$ cat config.mk
export PLATFORM = sky130hd
export DESIGN_NAME = cmd_dispatcher
export DESIGN_NICKNAME = d
export VERILOG_FILES = /design/src/rtl/cmd_pkg.sv /design/src/rtl/cmd_pending_buf.sv /design/src/rtl/cmd_dispatcher.sv
export SDC_FILE = /design/constraint.sdc
export NUM_CORES = 1
export LEC_CHECK = 0
export CELL_PAD_IN_SITES_DETAIL_PLACEMENT = 1
export CELL_PAD_IN_SITES_GLOBAL_PLACEMENT = 1
export CORE_MARGIN = 2
export CORE_UTILIZATION = 34
export CTS_CLUSTER_SIZE = 14
export DETAILED_ROUTE_END_ITERATION = 10
export MAX_ROUTING_LAYER = met4
export PLACE_DENSITY = 0.78
export SLEW_MARGIN = 0
export SYNTH_ARGS = -nofsm -noshare
export SYNTH_HDL_FRONTEND = slang
export SYNTH_SLANG_ARGS = --single-unit
$ cat constraint.sdc
create_clock -name clk -period 2.1 [get_ports clk]
set_clock_uncertainty 0.1 [all_clocks]
set_input_delay 0.63 -clock clk [delete_from_list [all_inputs] [get_ports clk]]
set_output_delay 0.63 -clock clk [all_outputs]
set_load 0.05 [all_outputs]
$ cat src/rtl/cmd_pkg.sv
// Shared types and helpers for the UART command dispatcher.
// Opcode map, FSM states and opcode-to-enable decode.
package cmd_pkg;

    typedef enum logic [1:0] {
        ST_IDLE,
        ST_ISSUE,
        ST_RUN
    } state_e;

    localparam int OP_WRITE = 1;
    localparam int OP_READ  = 2;
    localparam int OP_SUM   = 3;
    localparam int OP_AVG   = 4;
    localparam int OP_EUC   = 5;
    localparam int OP_MAN   = 6;
    localparam int OP_DOT   = 7;

    // Opcode k maps to bit n_cmds-k, so Write lands on the MSB.
    function automatic logic [31:0] op2onehot(
        input int unsigned opcode,
        input int unsigned n_cmds
    );
        logic [31:0] oh;
        oh = '0;
        if (opcode != 0 && opcode <= n_cmds)
            oh = 32'd1 << (n_cmds - opcode);
        return oh;
    endfunction

endpackage

$ cat src/rtl/cmd_pending_buf.sv
// One-entry holding register for a command byte that arrives while busy.
// A push into a full entry is dropped and flagged unless the entry is popped in the same cycle.
module cmd_pending_buf #(
    parameter int DATA_W = 8
) (
    input  logic              clk,
    input  logic              reset,
    input  logic              push_i,
    input  logic              pop_i,
    input  logic [DATA_W-1:0] data_i,
    output logic [DATA_W-1:0] data_o,
    output logic              full_o,
    output logic              overrun_o
);

    logic [DATA_W-1:0] data_q;
    logic              full_q;
    logic              ovr_q;

    // Store, replace or release the held byte; pulse overrun on a dropped push.
    always_ff @(posedge clk) begin
        if (reset) begin
            data_q <= '0;
            full_q <= 1'b0;
            ovr_q  <= 1'b0;
        end else begin
            ovr_q <= 1'b0;
            if (push_i) begin
                if (full_q && !pop_i) begin
                    ovr_q <= 1'b1;
                end else begin
                    data_q <= data_i;
                    full_q <= 1'b1;
                end
            end else if (pop_i) begin
                full_q <= 1'b0;
            end
        end
    end

    assign data_o    = data_q;
    assign full_o    = full_q;
    assign overrun_o = ovr_q;

endmodule

$ cat src/rtl/cmd_dispatcher.sv
// Decodes UART command bytes into a held one-hot engine enable plus bank select.
// Adds a one-entry pending buffer, opcode/bank checking and an optional watchdog.
module cmd_dispatcher
    import cmd_pkg::*;
#(
    parameter int DATA_W         = 8,
    parameter int OP_W           = 3,
    parameter int N_CMDS         = 7,
    parameter int NUM_BANKS      = 2,
    parameter int BANK_W         = (NUM_BANKS > 1) ? $clog2(NUM_BANKS) : 1,
    parameter int TIMEOUT_CYCLES = 0
) (
    input  logic              clk,
    input  logic              reset,
    input  logic              rx_ready,
    input  logic [DATA_W-1:0] rx_data,
    input  logic [N_CMDS-1:0] done,
    output logic [N_CMDS-1:0] command_out,
    output logic [BANK_W-1:0] bank_sel,
    output logic              cmd_start,
    output logic              busy,
    output logic              pending_full,
    output logic              err_illegal,
    output logic              err_timeout,
    output logic              err_overrun
);

    localparam int WD_W = (TIMEOUT_CYCLES > 1) ? $clog2(TIMEOUT_CYCLES) : 1;
    localparam logic [WD_W-1:0] WD_LAST = WD_W'(TIMEOUT_CYCLES - 1);

    state_e            state_q;
    logic [N_CMDS-1:0] cmd_q;
    logic [BANK_W-1:0] bank_q;
    logic              start_q;
    logic              busy_q;
    logic              ill_q;
    logic              tmo_q;
    logic [WD_W-1:0]   wd_q;

    logic              pend_full;
    logic [DATA_W-1:0] pend_data;
    logic              pend_push;
    logic              pend_pop;
    logic              pend_ovr;

    logic              cand_valid;
    logic [DATA_W-1:0] cand_byte;
    logic [OP_W-1:0]   cand_op;
    logic [BANK_W-1:0] cand_bank;
    logic              cand_ok;
    logic [N_CMDS-1:0] cand_oh;
    logic              act_done;
    logic              wd_exp;
    logic              unused_cand;

    cmd_pending_buf #(
        .DATA_W (DATA_W)
    ) u_pend (
        .clk       (clk),
        .reset     (reset),
        .push_i    (pend_push),
        .pop_i     (pend_pop),
        .data_i    (rx_data),
        .data_o    (pend_data),
        .full_o    (pend_full),
        .overrun_o (pend_ovr)
    );

    // Pick the byte to consider in IDLE and route incoming bytes to the buffer.
    always_comb begin
        cand_valid = 1'b0;
        cand_byte  = rx_data;
        pend_pop   = 1'b0;
        pend_push  = 1'b0;
        if (state_q == ST_IDLE) begin
            if (pend_full) begin
                cand_valid = 1'b1;
                cand_byte  = pend_data;
                pend_pop   = 1'b1;
                pend_push  = rx_ready;
            end else begin
                cand_valid = rx_ready;
            end
        end else begin
            pend_push = rx_ready;
        end
        cand_op   = cand_byte[OP_W-1:0];
        cand_bank = cand_byte[DATA_W-1 -: BANK_W];
        cand_ok   = (cand_op != '0) &&
                    (int'(cand_op) <= N_CMDS) &&
                    (int'(cand_bank) < NUM_BANKS);
        cand_oh   = N_CMDS'(op2onehot(int'(cand_op), N_CMDS));
        act_done  = |(done & cmd_q);
        wd_exp    = (TIMEOUT_CYCLES > 0) && (wd_q == WD_LAST);
    end

    assign unused_cand = ^cand_byte;

    // Command FSM: issue, hold the enable until done or watchdog expiry.
    always_ff @(posedge clk) begin
        if (reset) begin
            state_q <= ST_IDLE;
            cmd_q   <= '0;
            bank_q  <= '0;
            start_q <= 1'b0;
            busy_q  <= 1'b0;
            ill_q   <= 1'b0;
            tmo_q   <= 1'b0;
            wd_q    <= '0;
        end else begin
            start_q <= 1'b0;
            ill_q   <= 1'b0;
            tmo_q   <= 1'b0;
            unique case (state_q)
                ST_IDLE: begin
                    if (cand_valid) begin
                        if (cand_ok) begin
                            state_q <= ST_ISSUE;
                            cmd_q   <= cand_oh;
                            bank_q  <= cand_bank;
                            start_q <= 1'b1;
                            busy_q  <= 1'b1;
                        end else begin
                            ill_q <= 1'b1;
                        end
                    end
                end
                ST_ISSUE: begin
                    wd_q <= '0;
                    if (act_done) begin
                        state_q <= ST_IDLE;
                        cmd_q   <= '0;
                        bank_q  <= '0;
                        busy_q  <= 1'b0;
                    end else begin
                        state_q <= ST_RUN;
                    end
                end
                ST_RUN: begin
                    if (act_done || wd_exp) begin
                        state_q <= ST_IDLE;
                        cmd_q   <= '0;
                        bank_q  <= '0;
                        busy_q  <= 1'b0;
                        tmo_q   <= !act_done;
                    end else begin
                        wd_q <= wd_q + WD_W'(1);
                    end
                end
                default: begin
                    state_q <= ST_IDLE;
                    cmd_q   <= '0;
                    bank_q  <= '0;
                    busy_q  <= 1'b0;
                end
            endcase
        end
    end

    assign command_out  = cmd_q;
    assign bank_sel     = bank_q;
    assign cmd_start    = start_q;
    assign busy         = busy_q;
    assign pending_full = pend_full;
    assign err_illegal  = ill_q;
    assign err_timeout  = tmo_q;
    assign err_overrun  = pend_ovr;

endmodule

==> results of run 1 <==
path summary, 6_finish.rpt:
path,slack (ns),end,start,cells past startpoint
max reg2reg,0.16,state_q[0],state_q[0],7
min reg2reg,0.37,bank_sel,bank_sel,2
min,0.37,bank_sel,bank_sel,2
max,0.13,state_q[0],rx_data[2],6
where the power goes:
group	total, mW	internal (mW)	switching [mW]	leakage (nW)
clock network	0.183	0.0670	0.116	0.0138
registers	0.513	0.455	0.0582	0.163
logic	0.960	0.431	0.529	0.473
layout by cell type, fill, tap and decap left out, types with 2 or more instances in the layout:
cell                              Yosys  final
sky130_fd_sc_hd__nand3b_1             2      2
sky130_fd_sc_hd__nand2b_1             3      3
sky130_fd_sc_hd__ha_1                 4      2
sky130_fd_sc_hd__nand2_1              9      9
sky130_fd_sc_hd__clkbuf_4             0      3
sky130_fd_sc_hd__a21oi_1              3      3
sky130_fd_sc_hd__nand4_1              3      3
sky130_fd_sc_hd__ha_2                 0      2
sky130_fd_sc_hd__dlymetal6s2s_1       0      3
sky130_fd_sc_hd__buf_4                0     23
sky130_fd_sc_hd__mux2i_1             12     12
sky130_fd_sc_hd__o211a_1              2      2
sky130_fd_sc_hd__nor2b_1              4      4
sky130_fd_sc_hd__dfxtp_1             20     20
sky130_fd_sc_hd__a22oi_1              2      2
sky130_fd_sc_hd__nand3_1             10     10
sky130_fd_sc_hd__a21bo_2              2      2
sky130_fd_sc_hd__nor2_1               7      7
sky130_fd_sc_hd__inv_1                3      3
sky130_fd_sc_hd__clkdlybuf4s50_1      0     10
sky130_fd_sc_hd__and2_1               2      2
layout make-up:
| class | count | area (µm²) |
|---|---|---|
| repair buffers | 38 | 342 |
| clock buffers | 3 | 22.5 |
| well taps | 33 | 41.3 |
| multi-input cells | 82 | 599 |
| flip-flops and latches | 20 | 400 |
| inverters | 3 | 11.3 |
| fillers | 351 | 1560 |
critical path, cell delays in order:
cell and delay [ns]:
sky130_fd_sc_hd__clkdlybuf4s50_1 0.41, sky130_fd_sc_hd__a21bo_1 0.26, sky130_fd_sc_hd__nand4_4 0.13, sky130_fd_sc_hd__buf_4 0.17, sky130_fd_sc_hd__o211a_1 0.24, sky130_fd_sc_hd__o211a_1 0.22
per-stage QoR:
step	power [mW]	TNS (ns)	std cells	hold slack (ns)	setup slack, ns
final	1.66	0	179	0.372	0.135
after global routing	1.77	0	179	0.404	0.0377
after CTS	1.66	0	179	0.381	0.00102
after detailed placement	1.46	-3.54	176	0.358	-0.382
after global placement	1.43	-2.84	176	0.355	-0.285
after floorplan	1.20	0	109	0.358	0.140
flip-flops by register name, indices dropped and copies added (netlist names):
| name | count |
|---|---|
| err_illegal | 1 |
| u_pend.overrun_o | 1 |
| command_out | 7 |
| cmd_start | 1 |
| u_pend.data_o | 4 |
| err_timeout | 1 |
| bank_sel | 1 |
| busy | 1 |
| u_pend.full_o | 1 |
| state_q | 2 |
per-layer routing:
metal	up-vias	routed length (µm)	global-route usage
met5	-	0	-
met4	0	63	0.0714
met3	7	84	0.0262
met2	20	1340	0.292
met1	449	1070	0.172
li1	465	-	-
cells by family (layout without fill, tap and decap cells):
| kind of cell | after synthesis | in the layout |
|---|---|---|
| AO/OA/AOI/OAI | 16 | 16 |
| flip-flops | 20 | 20 |
| other | 1 | 1 |
| AND/OR/NAND/NOR | 47 | 47 |
| adder cells (fa/ha/maj) | 4 | 4 |
| buffers and inverters | 7 | 44 |
| multiplexers | 14 | 14 |
what timing repair did:
item	in CTS	in global routing
resized for setup	1	5
setup buffers	0	0
setup endpoints to repair	8	11
pin swaps	1	3
==> report_table.html, run 1 <==
<table>
<tr><th>Metric</th><th>Value</th></tr>
<tr><th colspan="2">Routing</th></tr>
<tr><td>Final ANT Viol Nets</td><td>0</td></tr>
<tr><td>Via count</td><td>941</td></tr>
<tr><td>Via-per-instance ratio</td><td>~5.3</td></tr>
<tr><td>WL final</td><td>2560 µm</td></tr>
<tr><td>WL/cell</td><td>around 14 µm</td></tr>
<tr><td>First-pass iteration count of the detailed router</td><td>4</td></tr>
<tr><td>DRC viols</td><td>0</td></tr>
<tr><td>DRC violation total after the first TritonRoute iteration</td><td>17</td></tr>
<tr><th colspan="2">Logic synthesis</th></tr>
<tr><td>XOR/XNOR share of the synthesized area</td><td>0</td></tr>
<tr><td>Post-synth top area share</td><td>0.386</td></tr>
<tr><td>Post-synthesis register bit count</td><td>20</td></tr>
<tr><td>Seq/Total Area, Yosys</td><td>0.386</td></tr>
<tr><td>Ranking of synthesized cells by area</td><td>sky130_fd_sc_hd__dfxtp_1, sky130_fd_sc_hd__mux2i_1, sky130_fd_sc_hd__ha_1</td></tr>
<tr><td>Post-synthesis cell count</td><td>109</td></tr>
<tr><td>Portion of netlist area occupied by mux cells</td><td>0.141</td></tr>
<tr><td>Net count of the mapped netlist</td><td>131</td></tr>
<tr><td>Average cell area after synthesis</td><td>about 9.5 µm²</td></tr>
<tr><td>Dominant register cell in the synthesized netlist</td><td>sky130_fd_sc_hd__dfxtp_1</td></tr>
<tr><td>Count of flip-flops with a built-in enable after synthesis</td><td>0</td></tr>
<tr><td>Largest family of logic cells by synthesized area</td><td>simple AND/OR/NAND/NOR gates</td></tr>
<tr><td>Yosys warning count</td><td>0</td></tr>
<tr><td>Summed instance area of the synthesized netlist</td><td>1040 µm²</td></tr>
<tr><td>Synth async-reset ratio</td><td>0</td></tr>
<tr><td>Dominant cell type by area after synthesis</td><td>sky130_fd_sc_hd__dfxtp_1</td></tr>
<tr><td>Number of library cell types mapped by synthesis</td><td>35</td></tr>
<tr><td>Arithmetic-cell share of the synthesized area counting full adders, half adders and majority gates</td><td>0.0483</td></tr>
<tr><td>Post-synthesis simple-gate area fraction</td><td>0.254</td></tr>
<tr><td>Top cells by count, synth</td><td>sky130_fd_sc_hd__dfxtp_1, sky130_fd_sc_hd__mux2i_1, sky130_fd_sc_hd__nand3_1, sky130_fd_sc_hd__nand2_1, sky130_fd_sc_hd__nor2_1</td></tr>
<tr><td>Share of the synthesized area in compound gates (AO/OA/AOI/OAI)</td><td>0.127</td></tr>
<tr><td>Leading cell type by number of instances after synthesis</td><td>sky130_fd_sc_hd__dfxtp_1</td></tr>
<tr><th colspan="2">Clock network</th></tr>
<tr><td>CTS sink cnt</td><td>20</td></tr>
<tr><td># hold bufs at CTS</td><td>0</td></tr>
<tr><td>Buffer depth of the longest clock path</td><td>2</td></tr>
<tr><td>Number of H-tree levels</td><td>1</td></tr>
<tr><td>Root Buffer Master</td><td>sky130_fd_sc_hd__clkbuf_4</td></tr>
<tr><td>Clock edge transition at the registers on the reported setup and hold paths</td><td>0.11 ns</td></tr>
<tr><td>CTS Buf Count</td><td>3</td></tr>
<tr><td>CTS tree</td><td>built</td></tr>
<tr><td>Clock insertion delay at the later pin of the skew report</td><td>0.30 ns</td></tr>
<tr><th colspan="2">Global routing</th></tr>
<tr><td>Number of global-route vias before repair</td><td>slightly below 1000</td></tr>
<tr><td>Wire length of the first global-routing pass</td><td>4130 µm</td></tr>
<tr><td>Pin count of the biggest net entering global routing</td><td>14</td></tr>
<tr><td>Overflow left after global routing</td><td>0</td></tr>
<tr><td>Number of antenna violations at the first check in global routing</td><td>0</td></tr>
<tr><td>Global router's overall resource usage</td><td>0.162</td></tr>
<tr><th colspan="2">Floorplan</th></tr>
<tr><td>Vertical extent of the die</td><td>59.2 µm</td></tr>
<tr><td>Initial standard-cell utilization of the core</td><td>0.348</td></tr>
<tr><td>Row count</td><td>20</td></tr>
<tr><td>DIE AREA</td><td>3500 µm²</td></tr>
<tr><td>I/O pin count</td><td>32</td></tr>
<tr><td>Area of the core</td><td>2980 µm²</td></tr>
<tr><td>Die Span X</td><td>~59 µm</td></tr>
<tr><th colspan="2">Critical path</th></tr>
<tr><td>Classification of the worst setup path</td><td>in -&gt; reg</td></tr>
<tr><td>Arrival @ worst endpoint</td><td>2.07 ns</td></tr>
<tr><td>Kind of capture point of the worst setup path</td><td>register</td></tr>
<tr><td>Maximum fanout count along the critical path</td><td>4</td></tr>
<tr><td>Worst Setup Start Kind</td><td>input port</td></tr>
<tr><td>Critical path required time</td><td>2.20 ns</td></tr>
<tr><th colspan="2">STA</th></tr>
<tr><td>Fmax</td><td>between 0.5 and 0.6 GHz</td></tr>
<tr><td>Final Max Tran Viols</td><td>0</td></tr>
<tr><td>Tmin final</td><td>1.97 ns</td></tr>
<tr><td>Count of endpoints failing hold in the final timing report</td><td>0</td></tr>
<tr><td>Final setup violation count</td><td>0</td></tr>
<tr><td>Unrepaired setup endpoints after global routing</td><td>false</td></tr>
<tr><td>Post-route fraction of the period consumed by the critical path</td><td>0.936</td></tr>
<tr><th colspan="2">Place</th></tr>
<tr><td>Placed wire-length estimate</td><td>2010 µm</td></tr>
<tr><td>Placement-stage cell area</td><td>1380 µm²</td></tr>
<tr><td>Final weighted congestion in routability-driven placement</td><td>0.700</td></tr>
<tr><td>Port Buf Inserts</td><td>27</td></tr>
<tr><th colspan="2">Finish</th></tr>
<tr><td>Design area</td><td>1420 µm²</td></tr>
<tr><td>Final core utilization</td><td>0.476</td></tr>
<tr><td>Antenna diode count</td><td>0</td></tr>
<tr><td>Layout-stage area growth over the synthesis result</td><td>36.7%</td></tr>
<tr><td>Net count, final</td><td>170</td></tr>
<tr><td>Layout cell share with drive strength beyond 1</td><td>0.253</td></tr>
<tr><th colspan="2">Job</th></tr>
<tr><td>Number of maximum-capacitance violations</td><td>0</td></tr>
<tr><th colspan="2">Pwr</th></tr>
<tr><td>Pleak</td><td>0.650 nW</td></tr>
<tr><td>PwrDens</td><td>1170 nW/µm²</td></tr>
<tr><td>Peak supply drop</td><td>430 µV</td></tr>
<tr><th colspan="2">Run status</th></tr>
<tr><td>Run status</td><td>completed</td></tr>
<tr><th colspan="2">Worst hold path</th></tr>
<tr><td>Worst min path class</td><td>reg -&gt; reg</td></tr>
</table>
(Power assumes the default switching activity.)
==> run 2: changes to the inputs <==
--- a/config.mk
+++ b/config.mk
@@ -13,7 +13,6 @@
 export DETAILED_ROUTE_END_ITERATION = 10
 export MAX_ROUTING_LAYER = met4
 export PLACE_DENSITY = 0.78
-export SLEW_MARGIN = 0
 export SYNTH_ARGS = -nofsm -noshare
 export SYNTH_HDL_FRONTEND = slang
 export SYNTH_SLANG_ARGS = --single-unit
==> results of run 2 <==
Final layout, timing and power as in run 1 (identical DEF).
